**config.mk**
```make
export PLATFORM = sky130hd
export DESIGN_NAME = sreg_serial_tx
export DESIGN_NICKNAME = d
export VERILOG_FILES = /design/src/rtl/sreg_serial_tx.sv
export SDC_FILE = /design/constraint.sdc
export NUM_CORES = 1
export LEC_CHECK = 0
export ABC_AREA = 1
export CAP_MARGIN = 10
export CORE_MARGIN = 1.5
export CORE_UTILIZATION = 58
export DETAILED_ROUTE_END_ITERATION = 10
export PLACE_DENSITY_LB_ADDON = 0.25
export SKIP_CTS_REPAIR_TIMING = 1
export SYNTH_ARGS = -nofsm -noshare
export SYNTH_HDL_FRONTEND = slang
export SYNTH_SLANG_ARGS = --single-unit
```
**constraint.sdc**
```tcl
create_clock -name clk -period 1.95 [get_ports clk]
set_clock_uncertainty 0.05 [all_clocks]
set_input_delay 0.39 -clock clk [delete_from_list [all_inputs] [get_ports clk]]
set_output_delay 0.39 -clock clk [all_outputs]
set_load 0.01 [all_outputs]
```
**src/rtl/sreg_serial_tx.sv**
```systemverilog
// Parallel-in, serial-out byte transmitter: start bit, 8 data bits LSB first,
// optional parity bit, stop bit, each bit held for CLKS_PER_BIT clocks.
module sreg_serial_tx #(
    parameter int unsigned CLKS_PER_BIT = 4,
    parameter int unsigned PARITY       = 0,
    parameter bit          IDLE_LEVEL   = 1'b1
) (
    input  logic       clk,
    input  logic       clrn,
    input  logic [7:0] data_in,
    input  logic       valid_in,
    output logic       ready_out,
    output logic       tx_out,
    output logic       busy,
    output logic       done
);

    localparam int unsigned DIV_W    = 16;
    localparam logic [DIV_W-1:0] DIV_LAST = DIV_W'(CLKS_PER_BIT - 1);
    localparam logic [DIV_W-1:0] DIV_PRE  = DIV_W'(CLKS_PER_BIT - 2);
    localparam bit          CPB_ONE  = (CLKS_PER_BIT == 1);
    localparam bit          PAR_EN   = (PARITY == 1) || (PARITY == 2);
    localparam bit          PAR_ODD  = (PARITY == 2);

    typedef enum logic [2:0] {
        S_IDLE,
        S_START,
        S_DATA,
        S_PARITY,
        S_STOP
    } state_t;

    state_t           state;
    logic [7:0]       shreg;
    logic [2:0]       bit_cnt;
    logic [DIV_W-1:0] div;
    logic             par_bit;

    // Frame sequencer: handshake capture, bit timing and all registered outputs.
    always_ff @(posedge clk or negedge clrn) begin
        if (!clrn) begin
            state     <= S_IDLE;
            shreg     <= 8'h00;
            bit_cnt   <= 3'd0;
            div       <= '0;
            par_bit   <= 1'b0;
            tx_out    <= IDLE_LEVEL;
            ready_out <= 1'b1;
            busy      <= 1'b0;
            done      <= 1'b0;
        end else begin
            done <= 1'b0;
            if (state == S_IDLE) begin
                if (valid_in && ready_out) begin
                    shreg     <= data_in;
                    par_bit   <= (^data_in) ^ PAR_ODD;
                    bit_cnt   <= 3'd0;
                    div       <= '0;
                    state     <= S_START;
                    tx_out    <= ~IDLE_LEVEL;
                    ready_out <= 1'b0;
                    busy      <= 1'b1;
                end
            end else if (div != DIV_LAST) begin
                div <= div + DIV_W'(1);
                // done is registered, so raise it one cycle ahead of the last stop cycle
                if (state == S_STOP && !CPB_ONE && div == DIV_PRE) begin
                    done <= 1'b1;
                end
            end else begin
                div <= '0;
                case (state)
                    S_START: begin
                        state  <= S_DATA;
                        tx_out <= shreg[0];
                    end
                    S_DATA: begin
                        if (bit_cnt == 3'd7) begin
                            bit_cnt <= 3'd0;
                            if (PAR_EN) begin
                                state  <= S_PARITY;
                                tx_out <= par_bit;
                            end else begin
                                state  <= S_STOP;
                                tx_out <= IDLE_LEVEL;
                                done   <= CPB_ONE;
                            end
                        end else begin
                            bit_cnt <= bit_cnt + 3'd1;
                            shreg   <= shreg >> 1;
                            tx_out  <= shreg[1];
                        end
                    end
                    S_PARITY: begin
                        state  <= S_STOP;
                        tx_out <= IDLE_LEVEL;
                        done   <= CPB_ONE;
                    end
                    S_STOP: begin
                        state     <= S_IDLE;
                        tx_out    <= IDLE_LEVEL;
                        ready_out <= 1'b1;
                        busy      <= 1'b0;
                    end
                    default: begin
                        state     <= S_IDLE;
                        tx_out    <= IDLE_LEVEL;
                        ready_out <= 1'b1;
                        busy      <= 1'b0;
                    end
                endcase
            end
        end
    end

endmodule
```
==> results.tsv <==
metric	value	unit
drc_errors	0	
critPathTopFamily	flip-flops	
synth_area	2050	um^2
final_layout_size_suffix_gt1_share	12.4	%
power.density	563	nW/um^2
die_h	62.5	um
p_sw	0.297	mW
overflow	0	
fin_crit	1880	ps
yosys_register_bits	34	
setup_viol_count_final	0	
grt_pass1_vias	1625	
worstPathRequired	1510	ps
r2r-end	bit_cnt[1]	
grt_pass1_wl	7270	um
yosysSeqAreaShare	41.6	%
clkSlewWorstSetupHoldPaths	130	ps
synth.distinct_cells	28	
postRouteAntennaNets	0	
swShare	23.0	%
cpPeakStageDelay	560	ps
clockBufferDepth	2	
crit_buf_inv	1	
yosysWarnings	0	
portBuffers	14	
final_common_cell	nand2_1	
place_area	2210	um^2
rsz0062_at_grt	false	
antenna_found_initial	0	
grt_max_degree	35	
drt_iter0_drc	127	
synth_compound_area_share	5.85	%
syn-num-nets	287	
final_cells	337	
hold_path.class	in2async	
r2r_setup_slack	250	ps
r2r_cells	8	
drv_slew	0	
synth_xor_area_share	1.71	%
clock_sinks	34	
synth_top_family_by_area	simple AND/OR/NAND/NOR gates	
fp.coreArea	3360	um^2
cts_tree	built	
final_cell_mix	nand2_1, dfrtp_1, inv_1	
totalWireLength	4140	um
dpl.cell_count	329	
grt_usage	23.6	%
pwr-share-clk	42.3	%
end_kind	output port	
routed-via-count	1773	
layout.nets	305	
holdWs	361	ps
routabilityCongestion	0.916	
pre_cts_ws	214	ps
fin_setup_tns	0	ps
fmax	533	MHz
relSlewSlack	71.8	%
layout_setup_ws	74.1	ps
cts_buffers	5	
synth_edf_count	0	
crit_arrival	1440	ps
worstPathMaxFanout	3	
ios	15	
total_power	1.29	mW
antenna_cells	0	
period_share	96.2	%
hpwl	2960	um
worst_slew_pin_slew	423	ps
status	finished, final reports clean	
drv_cap	0	
stdcell_area	2300	um^2
clk_root_buffer_cell	clkbuf_4	
synthCells	272	
regToRegStartpoint	state[0]	
synthArstFlopShare	100	%
wl_per_cell	12.3	um
worstSkewPairLatency	360	ps
start_kind	flip-flop	
initial_core_util	61.0	%
ys.flop_type	dfrtp_1	
die_w	62.5	um
crit_chain	clkdlybuf4s50_1	
finalHoldViolCount	0	
fin_util	68.3	%
peakVddDrop	0.414	mV
dieArea	3900	um^2
synthAdderAreaFrac	2.44	%
p_int	0.996	mW
synthMuxAreaShare	0	%
drt_pass1_iterations	4	
htree_levels	2	
combPwrFrac	3.2	%
cpMaxStageDelayCell	dfstp_2	
avgSynthCellArea	7.54	um^2
p_seq_share	54.5	%
leakagePower	1.26	nW
crit_type	reg2out	
rows	21	
viasPerCell	5.26	
area_growth_syn_to_layout	12.0	%
synth-simple-area-share	40.5	%
[sequential cells by signal, summed over array words and instances (netlist names)]
signal     cells
bit_cnt        3
done           1
busy           1
state          3
shreg          8
tx_out         1
div           16
ready_out      1
[layer usage]
layer	up-vias	part of all wire (%)	track usage, %	wire length [um]
li1	912	-	-	-
met1	819	49	31.6	2020
met2	34	44	36.7	1840
met3	8	4.6	5.59	189
met4	0	2.1	10.3	87
met5	-	0	0	0
[area by class of cell]
cell class	count	area (um^2)
Clock inverter	3	45.0
Tap cell	46	57.6
Timing Repair Buffer	18	170
Inverter	26	97.6
Fill cell	308	1070
Sequential cell	34	853
Multi-Input combinational cell	205	1040
Clock buffer	5	37.5
[cells in the mapped netlist (2+ instances only)]
cell | n | area [um^2]
dfstp_2 | 2 | 52.6
nand2_4 | 3 | 33.8
xor2_1 | 3 | 26.3
buf_6 | 4 | 45.0
ha_1 | 4 | 50.1
o21ai_1 | 7 | 35.0
nor3_1 | 5 | 25.0
o21bai_1 | 2 | 15.0
dfrtp_1 | 32 | 801
nand3_1 | 21 | 105
inv_2 | 2 | 7.51
nor2_2 | 4 | 25.0
nand3_2 | 2 | 20.0
o21ai_0 | 6 | 30.0
nand2_2 | 6 | 37.5
nand4_1 | 15 | 93.8
inv_1 | 23 | 86.3
o22ai_1 | 3 | 18.8
nand2_1 | 96 | 360
nor2_4 | 3 | 33.8
nor2_1 | 21 | 78.8
buf_4 | 2 | 15.0
[cell families after synthesis]
family | Yosys count
adders and majority gates | 4
DFF | 34
buffers and inverters | 33
AOI/OAI and AO/OA | 20
xor gates and xnor gates | 4
and+or+nand+nor | 177
[power by group through the flow]
| stage | Sequential (mW) | Clock [mW] | Combinational (mW) |
|---|---|---|---|
| floorplan | 0.719 | 0 | 0.00622 |
| global placement | 0.718 | 0 | 0.0425 |
| detailed placement | 0.718 | 0 | 0.0423 |
| CTS | 0.705 | 0.553 | 0.0424 |
| global route | 0.705 | 0.588 | 0.0465 |
| finish | 0.705 | 0.547 | 0.0414 |
[worst max-delay path by stage]
stage / startpoint / endpoint / slack, ps / cells after the start
final: ready_out / ready_out / 70 / 1
after global routing: tx_out / tx_out / 30 / 1
after CTS: ready_out / ready_out / 60 / 1
after detailed placement: valid_in / div[2] / 210 / 6
after global placement: valid_in / div[2] / 220 / 6
after floorplan: bit_cnt[0] / shreg[0] / 490 / 6
(Power assumes the default switching activity.)
